<file path="config.mk">
export PLATFORM = sky130hd
export DESIGN_NAME = wb2uart_tx_flat
export DESIGN_NICKNAME = d
export VERILOG_FILES = /design/src/rtl/wb2uart_tx_pkg.sv /design/src/rtl/wb2uart_tx_if.sv /design/src/rtl/wb2uart_tx_fifo_sync.sv /design/src/rtl/wb2uart_tx.sv /design/src/flat_wrapper.sv
export SDC_FILE = /design/constraint.sdc
export NUM_CORES = 1
export LEC_CHECK = 0
export CORE_MARGIN = 5
export CORE_UTILIZATION = 49
export DETAILED_ROUTE_END_ITERATION = 10
export GPL_ROUTABILITY_DRIVEN = 0
export GPL_TIMING_DRIVEN = 1
export PLACE_DENSITY = 0.63
export SKIP_LAST_GASP = 1
export SYNTH_ARGS = -nofsm -noshare
export SYNTH_HDL_FRONTEND = slang
export SYNTH_SLANG_ARGS = --single-unit
</file>
<file path="constraint.sdc">
create_clock -name i_clk -period 6.48 [get_ports i_clk]
set_clock_uncertainty 0.15 [all_clocks]
set_input_delay 0.972 -clock i_clk [delete_from_list [all_inputs] [get_ports i_clk]]
set_output_delay 0.972 -clock i_clk [all_outputs]
set_load 0.01 [all_outputs]
</file>
<file path="src/rtl/wb2uart_tx_pkg.sv">
// Shared register map, status bit positions and transmitter types for the wb2* peripherals.
package wb2uart_tx_pkg;

  localparam int unsigned DIV_W = 16;

  localparam logic [1:0] ADR_TXDATA = 2'd0;
  localparam logic [1:0] ADR_STATUS = 2'd1;
  localparam logic [1:0] ADR_DIVLO  = 2'd2;
  localparam logic [1:0] ADR_DIVHI  = 2'd3;

  localparam int unsigned ST_BUSY = 0;
  localparam int unsigned ST_FULL = 1;
  localparam int unsigned ST_OVF  = 2;

  typedef enum logic [1:0] {
    TX_IDLE  = 2'd0,
    TX_START = 2'd1,
    TX_DATA  = 2'd2,
    TX_STOP  = 2'd3
  } tx_state_e;

  // One bus access as captured on the request cycle.
  typedef struct packed {
    logic [1:0] adr;
    logic       we;
    logic [7:0] dat;
  } wb_req_t;

  // A divisor of zero still gives a one-clock bit.
  function automatic logic [DIV_W-1:0] bit_period(input logic [DIV_W-1:0] div);
    return (div == '0) ? DIV_W'(1) : div;
  endfunction

endpackage

</file>
<file path="src/rtl/wb2uart_tx_if.sv">
// Wishbone-lite slave bus of the UART transmitter.
interface wb2uart_tx_if;
  logic [1:0] i_adr;
  logic       i_stb;
  logic       i_we;
  logic [7:0] i_dat;
  logic       o_ack;
  logic [7:0] o_dat;

  modport master (output i_adr, i_stb, i_we, i_dat, input o_ack, o_dat);
  modport slave  (input i_adr, i_stb, i_we, i_dat, output o_ack, o_dat);
endinterface

</file>
<file path="src/rtl/wb2uart_tx_fifo_sync.sv">
// Synchronous FIFO with wrap-bit pointers; push while full is accepted only alongside a pop.
module fifo_sync #(
  parameter int unsigned WIDTH = 8,
  parameter int unsigned DEPTH = 8
) (
  input  logic             clk_i,
  input  logic             rst_i,
  input  logic             push_i,
  input  logic             pop_i,
  input  logic [WIDTH-1:0] din_i,
  output logic [WIDTH-1:0] dout_o,
  output logic             full_o,
  output logic             empty_o
);

  localparam int unsigned AW = $clog2(DEPTH);

  logic [WIDTH-1:0] mem_q [DEPTH];
  logic [AW:0]      wptr_q, wptr_d, rptr_q, rptr_d;
  logic             full_q, full_d, empty_q, empty_d;
  logic             do_push, do_pop;

  assign full_o  = full_q;
  assign empty_o = empty_q;
  assign dout_o  = mem_q[rptr_q[AW-1:0]];

  // Pointer advance and flag lookahead from the next pointer values.
  always_comb begin
    do_pop  = pop_i && !empty_q;
    do_push = push_i && (!full_q || do_pop);
    wptr_d  = do_push ? wptr_q + (AW+1)'(1) : wptr_q;
    rptr_d  = do_pop  ? rptr_q + (AW+1)'(1) : rptr_q;
    empty_d = (wptr_d == rptr_d);
    full_d  = ((wptr_d ^ rptr_d) == {1'b1, {AW{1'b0}}});
  end

  // Pointer and flag registers.
  always_ff @(posedge clk_i or posedge rst_i) begin
    if (rst_i) begin
      wptr_q  <= '0;
      rptr_q  <= '0;
      full_q  <= 1'b0;
      empty_q <= 1'b1;
    end else begin
      wptr_q  <= wptr_d;
      rptr_q  <= rptr_d;
      full_q  <= full_d;
      empty_q <= empty_d;
    end
  end

  // Storage; contents are don't-care until written.
  always_ff @(posedge clk_i) begin
    if (do_push) mem_q[wptr_q[AW-1:0]] <= din_i;
  end

endmodule

</file>
<file path="src/rtl/wb2uart_tx.sv">
// Wishbone-attached 8N1 UART transmitter with TX FIFO, programmable divisor and idle interrupt.
module wb2uart_tx
  import wb2uart_tx_pkg::*;
#(
  parameter logic [15:0] CLK_DIV_RST = 16'd434,
  parameter int unsigned FIFO_DEPTH  = 8
) (
  input  logic        i_clk,
  input  logic        i_rst,
  wb2uart_tx_if.slave bus,
  output logic        o_tx,
  output logic        o_irq
);

  logic             ack_q, ack_d;
  logic [7:0]       dat_q, dat_d, rd_data;
  wb_req_t          req_q, req_d;
  logic             ovf_q, ovf_d;
  logic [DIV_W-1:0] div_q, div_d;
  logic             acc_wr, push_c, ovf_set, ovf_clr;
  logic             fifo_full, fifo_empty, pop_c;
  logic [7:0]       fifo_dout;

  tx_state_e        state_q, state_d;
  logic [DIV_W-1:0] cnt_q, cnt_d, per_q, per_d;
  logic [7:0]       shift_q, shift_d;
  logic [2:0]       bit_q, bit_d;
  logic             tx_q, tx_d, irq_q, irq_d;
  logic             bit_end, busy;

  assign bus.o_ack = ack_q;
  assign bus.o_dat = dat_q;
  assign o_tx      = tx_q;
  assign o_irq     = irq_q;
  assign busy      = (state_q != TX_IDLE);
  assign bit_end   = (cnt_q == per_q - DIV_W'(1));

  fifo_sync #(.WIDTH(8), .DEPTH(FIFO_DEPTH)) u_fifo (
    .clk_i   (i_clk),
    .rst_i   (i_rst),
    .push_i  (push_c),
    .pop_i   (pop_c),
    .din_i   (req_q.dat),
    .dout_o  (fifo_dout),
    .full_o  (fifo_full),
    .empty_o (fifo_empty)
  );

  // Bus handshake, read mux and register side effects (applied while ack is high).
  always_comb begin
    ack_d   = bus.i_stb && !ack_q;
    rd_data = 8'h00;
    case (bus.i_adr)
      ADR_STATUS: begin
        rd_data[ST_BUSY] = busy;
        rd_data[ST_FULL] = fifo_full;
        rd_data[ST_OVF]  = ovf_q;
      end
      ADR_DIVLO: rd_data = div_q[7:0];
      ADR_DIVHI: rd_data = div_q[15:8];
      default:   rd_data = 8'h00;
    endcase
    dat_d   = (ack_d && !bus.i_we) ? rd_data : 8'h00;
    req_d   = ack_d ? wb_req_t'{adr: bus.i_adr, we: bus.i_we, dat: bus.i_dat} : req_q;
    acc_wr  = ack_q && req_q.we;
    push_c  = acc_wr && (req_q.adr == ADR_TXDATA);
    ovf_clr = acc_wr && (req_q.adr == ADR_STATUS);
    ovf_set = push_c && fifo_full && !pop_c;
    ovf_d   = ovf_set || (ovf_q && !ovf_clr);
    div_d   = div_q;
    if (acc_wr && (req_q.adr == ADR_DIVLO)) div_d[7:0]  = req_q.dat;
    if (acc_wr && (req_q.adr == ADR_DIVHI)) div_d[15:8] = req_q.dat;
  end

  // Bus-side registers.
  always_ff @(posedge i_clk or posedge i_rst) begin
    if (i_rst) begin
      ack_q <= 1'b0;
      dat_q <= 8'h00;
      req_q <= '0;
      ovf_q <= 1'b0;
      div_q <= CLK_DIV_RST;
    end else begin
      ack_q <= ack_d;
      dat_q <= dat_d;
      req_q <= req_d;
      ovf_q <= ovf_d;
      div_q <= div_d;
    end
  end

  // Transmitter state register.
  always_ff @(posedge i_clk or posedge i_rst) begin
    if (i_rst) state_q <= TX_IDLE;
    else       state_q <= state_d;
  end

  // Transmitter next state; stop bit chains straight into the next start when data waits.
  always_comb begin
    state_d = state_q;
    case (state_q)
      TX_IDLE:  if (!fifo_empty) state_d = TX_START;
      TX_START: if (bit_end) state_d = TX_DATA;
      TX_DATA:  if (bit_end && (bit_q == 3'd7)) state_d = TX_STOP;
      TX_STOP:  if (bit_end) state_d = fifo_empty ? TX_IDLE : TX_START;
      default:  state_d = TX_IDLE;
    endcase
  end

  // Transmitter datapath and outputs; bit period is resampled from the divisor at each bit boundary.
  always_comb begin
    pop_c   = 1'b0;
    cnt_d   = cnt_q + DIV_W'(1);
    per_d   = per_q;
    shift_d = shift_q;
    bit_d   = bit_q;
    case (state_q)
      TX_IDLE: begin
        cnt_d = '0;
        if (!fifo_empty) begin
          pop_c   = 1'b1;
          shift_d = fifo_dout;
          per_d   = bit_period(div_q);
        end
      end
      TX_START: if (bit_end) begin
        cnt_d = '0;
        per_d = bit_period(div_q);
        bit_d = 3'd0;
      end
      TX_DATA: if (bit_end) begin
        cnt_d   = '0;
        per_d   = bit_period(div_q);
        shift_d = {1'b0, shift_q[7:1]};
        bit_d   = bit_q + 3'd1;
      end
      TX_STOP: if (bit_end) begin
        cnt_d = '0;
        if (!fifo_empty) begin
          pop_c   = 1'b1;
          shift_d = fifo_dout;
          per_d   = bit_period(div_q);
        end
      end
      default: cnt_d = '0;
    endcase
    case (state_d)
      TX_START: tx_d = 1'b0;
      TX_DATA:  tx_d = shift_d[0];
      default:  tx_d = 1'b1;
    endcase
    irq_d = fifo_empty && (state_q == TX_IDLE);
  end

  // Transmitter datapath registers.
  always_ff @(posedge i_clk or posedge i_rst) begin
    if (i_rst) begin
      cnt_q   <= '0;
      per_q   <= DIV_W'(1);
      shift_q <= 8'h00;
      bit_q   <= 3'd0;
      tx_q    <= 1'b1;
      irq_q   <= 1'b1;
    end else begin
      cnt_q   <= cnt_d;
      per_q   <= per_d;
      shift_q <= shift_d;
      bit_q   <= bit_d;
      tx_q    <= tx_d;
      irq_q   <= irq_d;
    end
  end

endmodule

</file>
<file path="src/flat_wrapper.sv">
// flat-port wrapper written by rule: the top's interface ports become plain ports
module wb2uart_tx_flat import wb2uart_tx_pkg::*;
#(
  parameter logic [15:0] CLK_DIV_RST = 16'd434,
  parameter int unsigned FIFO_DEPTH  = 8
)
  (i_clk, i_rst, o_tx, o_irq, bus_i_adr, bus_i_stb, bus_i_we, bus_i_dat, bus_o_ack, bus_o_dat);
  wb2uart_tx_if bus_i ();
  input  logic i_clk;
  input  logic i_rst;
  output logic o_tx;
  output logic o_irq;
  input wire logic [$bits(bus_i.i_adr)-1:0] bus_i_adr;
  input wire logic [$bits(bus_i.i_stb)-1:0] bus_i_stb;
  input wire logic [$bits(bus_i.i_we)-1:0] bus_i_we;
  input wire logic [$bits(bus_i.i_dat)-1:0] bus_i_dat;
  output wire logic [$bits(bus_i.o_ack)-1:0] bus_o_ack;
  output wire logic [$bits(bus_i.o_dat)-1:0] bus_o_dat;
  assign bus_i.i_adr = bus_i_adr;
  assign bus_i.i_stb = bus_i_stb;
  assign bus_i.i_we = bus_i_we;
  assign bus_i.i_dat = bus_i_dat;
  assign bus_o_ack = bus_i.o_ack;
  assign bus_o_dat = bus_i.o_dat;
  wb2uart_tx #(.CLK_DIV_RST(CLK_DIV_RST), .FIFO_DEPTH(FIFO_DEPTH)) u_core (.i_clk(i_clk), .i_rst(i_rst), .bus(bus_i), .o_tx(o_tx), .o_irq(o_irq));
endmodule
</file>
== Word-level counts from Yosys, hierarchy flattened ==
Memories as Yosys holds them, arrays and structs flattened.
Cells that the tools add are included.
Widths: inputs -> output; s select.
Word-level totals
  flip-flop bits (word level): 94
  bits in latches: 0
  bits in writable memories: 64
  memory bits (read-only): 0
  input port bits: 14
  output and inout port bits: 11
  word-level logic and storage cells: 110
  memories: 1
Memory list
  u_core.u_fifo.mem_q: words 8, width 8, rd ports 1, clocked after Yosys merged registers in 0, write ports 1, line wb2uart_tx_fifo_sync.sv:18  | logic [WIDTH-1:0] mem_q [DEPTH];
Operators by class
  add/subtract/negate cells: 5
  multiply operators: 0
  div/mod/pow operators: 0
  magnitude comparators: 0
  equality and inequality tests: 19
  shifts and indexed selects: 0
  muxes and demuxes: 31
  bitwise gates (word level): 1
  reductions and logical operators: 33
Operators with widths (count)
  $mux 16: 5
  $pmux 16 s3: 1
  $mux 8: 4
  $pmux 16 s2: 1
  $pmux 8 s3: 1
  $add 16x1->16 const B: 1
  $eq 16x16->1: 1
  $logic_not 16->1: 1
  $sub 16x1->16 const B: 1
  $eq 2x2->1 const B: 7
  $logic_and 1x1->1: 14
  $pmux 5 s2: 1
  $pmux 3 s3: 1
  $add 4x1->4 const B: 2
  $eq 2x1->1 const B: 4
  $mux 2: 4
  $mux 4: 2
  $ne 2x1->1 const B: 4
  $pmux 2 s4: 1
  $logic_not 1->1: 6
  $mux 3: 2
  $pmux 3 s2: 1
  $reduce_and 3->1: 2
  $mux 1: 5
  other kinds (13): 17

== Depth between registers and ports, before layout ==
  depth in word-level cells: 10
  mapped depth: 14
  mapped depth without buffers: 11

== Modules after synthesis ==
From an unflattened synthesis, not the netlist that was laid out.
Second synthesis, totals
  cells, all modules: 569
  area total of the unflattened synthesis: 7562.3 um^2
Modules (own cells, without submodules)
  wb2uart_tx: instances 1, cells each 416, area an instance 4526.8 um^2, seq. area each 2112.0 um^2
  fifo_sync: instances 1, cells each 153, area an instance 3035.4 um^2, seq. area each 2173.3 um^2

== Worst setup path before layout ==
Ideal clock, no wire load.
  path kind: register -> register
  from: register u_core.per_q[0]
  to: memory u_core.u_fifo.mem_q[1][0], enable pin
  setup time: 0.383 ns
  arrival: 3.434 ns
  data required time: 5.947 ns
  path slack: 2.512 ns
  stages on the path, launching flop included: 12
  path buffers: 1
  clock period less this slack: 3.968 ns
  cells stage by stage: dfstp_2 buf_2 inv_1 ha_1 or3b_2 nor2_1 o21ai_1 or4b_4 nor4_4 o21ai_0 or2_2 nor3_1
Between the ends
  longest elaborated chain between the ends: 9
RTL lines
  from (decl): line wb2uart_tx.sv:25  | logic [DIV_W-1:0] cnt_q, cnt_d, per_q, per_d;
  from (signal assigned): line wb2uart_tx.sv:166  | per_q <= per_d;
  $sub 16x1->16: line wb2uart_tx.sv:36  | assign bit_end = (cnt_q == per_q - DIV_W'(1));
  $eq 16x16->1: line wb2uart_tx.sv:36
  $mux 1: line wb2uart_tx.sv:137  | TX_STOP: if (bit_end) begin
  $pmux 1 s2: line wb2uart_tx.sv:117  | case (state_q)
  $logic_and 1x1->1: line wb2uart_tx_fifo_sync.sv:29  | do_pop = pop_i && !empty_q;
  $logic_or 1x1->1: line wb2uart_tx_fifo_sync.sv:30  | do_push = push_i && (!full_q || do_pop);
  $logic_and 1x1->1: line wb2uart_tx_fifo_sync.sv:30
  $mux 1: line wb2uart_tx_fifo_sync.sv:54  | if (do_push) mem_q[wptr_q[AW-1:0]] <= din_i;
  $mux 1 (implied by the code): line wb2uart_tx_fifo_sync.sv:54
  to (decl): line wb2uart_tx_fifo_sync.sv:18
Every way passes these cells.

== Worst setup path in the final report ==
  from: register u_core.per_q[1]
  to: memory u_core.u_fifo.mem_q[1][4], enable pin
The elaborated chain is that of the path after synthesis.

==> results.cfg <==
[run_status]
status = finished, final reports clean

[yosys]
yosysMostFrequentCell = dfrtp_1
synth_nets = 624
synth_seq_area_share_pct = 56.3
yosys-top-cells-area = dfrtp_1 28%, edfxtp_1 25%, mux2_2 6.9%
synth_common_cells = 85 x dfrtp_1, 64 x edfxtp_1, 60 x nor2_1
synth_top_area_share_pct = 27.9
syn_avg_cell_area_um2 = 12.7
synth_area_leader_cell = dfrtp_1
yosysWarnings = 0
ys_seq_elements = 158
synth-edff-count = 64
ys_types = 72
syn_area_um2 = 7620
synth-main-ff-cell = dfrtp_1
synthArstFlopShare_pct = 59.5
synthCells = 598

[critical_path]
critPathLaunchType = flip-flop
critPathMaxFanout = 15
end_kind = flip-flop
crit_type = reg -> reg
cp.required_ns = 6.38
critPathArrivalTime_ns = 4.64
crit_start = u_core.per_q[1]
rr_startpoint = u_core.per_q[1]

[power]
internal_power_mw = 2.21
combPwrFrac_pct = 28.9
switching_power_mw = 1.20
leakagePower_nw = 3.38
power_frac_seq_pct = 42.5
sw_frac_of_total_pct = 35.3
irDropWorstVdd_mv = 0.227
p_clk_share_pct = 28.6
power.density_nw_per_um2 = 398

[route]
drt_first_pass_iters = 5
route.detailed.wl_per_inst_um = 19.1
avgViaCountPerCell = 5.85
totalWireLength_um = 15700
vias = 4789
ant_nets = 0
drtIter0Drc = 333
drc_errors = 0

[floorplan]
start_util_pct = 50.1
dieArea_um2 = 18100
ios = 25
fp.dieW_um = 135
fp.coreArea_um2 = 15200
std_cell_rows = 45
fp.dieH_um = 135

[final_layout]
nNetsFinal = 644
final_core_util_pct = 56.4
diodes = 0
syn_to_final_growth_pct = 12.5
stdcell_count = 819
layout-drive-gt1-share_pct = 20.4

[sta]
setup-tns-final_ns = 0
fmax_ghz = 0.211
setup_ws_ns = 1.73
hold_violations = 0
finalMaxSlewViolations = 0
setup_viol = 0
period_needed_ns = 4.75
min_period_over_period_pct = 73.2
max_slew.worst_pin.slew_ns = 1.09
slew_headroom_pct = 27.1
grt_setup_unrepaired = no

[grt]
grt_pass1_wl_um = 25900
gr-usage-all-layers_pct = 18.5
grt_max_degree = 83
antenna_found_initial = 0
gr-total-overflow = 0
grt_pass1_vias = 4792

[clock_tree]
clock_path_buffers = 2
clock_sinks = 158
numCtsBuffers = 17
cts-root-buf = clkbuf_16
cts_hold_buffers = 0
post-cts-setup-buffers = 0
tritoncts = done
ctsResizeCount = 0
h-tree-depth = 4
cts.clk_slew.worst_paths_ns = 0.07
worstSkewPairLatency_ns = 0.43

[run]
drv_cap = 0

[min_path]
hp-class = reg -> reg
hold_path.startpoint = u_core.u_fifo.wptr_q[3]

[placed_design]
dp_cells = 787
port_buffers = 24
dp_slack_ns = 1.74
hpwl_um = 10800
layer usage:
layer | up-vias | global-route usage, % | share of wire, %
met4 | 0 | 5.32 | 0.84
met1 | 2421 | 26.3 | 48
met2 | 102 | 28.3 | 47
li1 | 2253 | - | -
met3 | 13 | 4.58 | 4.5
met5 | - | 0 | 0
metrics by stage:
stage	total power, mW	area (um2)	hold slack, ns
floorplan	2.20	7620	0.315
global placement	2.41	8000	0.336
detailed placement	2.44	8000	0.349
CTS	3.43	8570	0.362
global route	3.60	8570	0.375
finish	3.41	8570	0.357
state kept, by name, summed over array words and instances (netlist names), 3 cells and up:
| register | cells |
|---|---|
| u_core.bus.o_dat | 8 |
| u_core.per_q | 16 |
| u_core.u_fifo.wptr_q | 4 |
| u_core.u_fifo.rptr_q | 4 |
| u_core.shift_q | 8 |
| u_core.bit_q | 3 |
| u_core.cnt_q | 16 |
| u_core.div_q | 16 |
| u_core.req_q | 11 |
| u_core.u_fifo.mem_q | 64 |
critical path: stages, from the launching register on:
cell and delay [ns]:
dfrtp_1 0.48, inv_1 0.09, ha_1 0.47, nor2b_1 0.34
nand4_1 0.16, xnor2_1 0.18, or4_1 0.66, nor4_4 0.35
o21ai_0 0.27, or2_2 0.38, nor3_1 0.82
layout by cell type, fill, tap and decap left out, drive strengths merged, types with 2 or more instances in the layout:
master / instances
nand4: 6
nand2b: 5
a31oi: 2
nor2b: 5
o31ai: 2
and3: 5
clkinv: 4
o211ai: 7
nor3b: 2
a22oi: 3
nand3: 21
xor2: 16
inv: 32
clkdlybuf4s50: 24
mux2: 47
nor2: 60
ha: 12
nor4: 14
or4: 6
mux4: 16
buf: 2
mux2i: 19
or3: 2
nor4b: 2
xnor2: 25
nor3: 9
a21oi: 17
o22ai: 2
a211oi: 2
a22o: 9
or2: 5
edfxtp: 64
clkbuf: 17
nand4b: 3
nand2: 24
dfrtp: 85
dfstp: 9
o21ai: 24
final timing paths:
kind	to	slack, ns	cells past startpoint
min in group asynchronous	u_core.bit_q[2]	0.63	2
max reg2reg	u_core.u_fifo.mem_q[1][4]	1.73	10
max in group asynchronous	u_core.req_q[4]	4.27	3
min reg2reg	u_core.u_fifo.wptr_q[3]	0.36	1
min	u_core.u_fifo.wptr_q[3]	0.36	1
max	u_core.u_fifo.mem_q[1][4]	1.73	10
power by group through the flow:
stage               Sequential, mW  Combinational (mW)  Clock [mW]
floorplan                     1.35               0.847           0
global placement              1.46               0.949           0
detailed placement            1.46               0.977           0
CTS                           1.45               0.982        1.00
global route                  1.48                1.08        1.04
finish                        1.45               0.985       0.976
layout make-up:
cell class | count | area [um2]
sequential | 158 | 4290
clock buffer | 17 | 425
timing repair buffer | 26 | 255
inverter | 23 | 87.6
clock inverter | 15 | 149
multi-input combinational | 392 | 3130
fill | 1255 | 6630
tap | 188 | 235
logic make-up (layout without fill, tap and decap cells):
logic type | after synthesis | after routing | share of synthesized area (%)
and+or+nand+nor | 176 | 176 | 12.9
adders and majority gates | 12 | 12 | 1.97
DFF | 158 | 158 | 56.3
muxes | 82 | 82 | 14.2
AOI/OAI and AO/OA | 81 | 81 | 7.29
buffers and inverters | 48 | 81 | 2.60
xor gates and xnor gates | 41 | 41 | 4.81
Note: power is estimated with default switching activity, not from simulation.
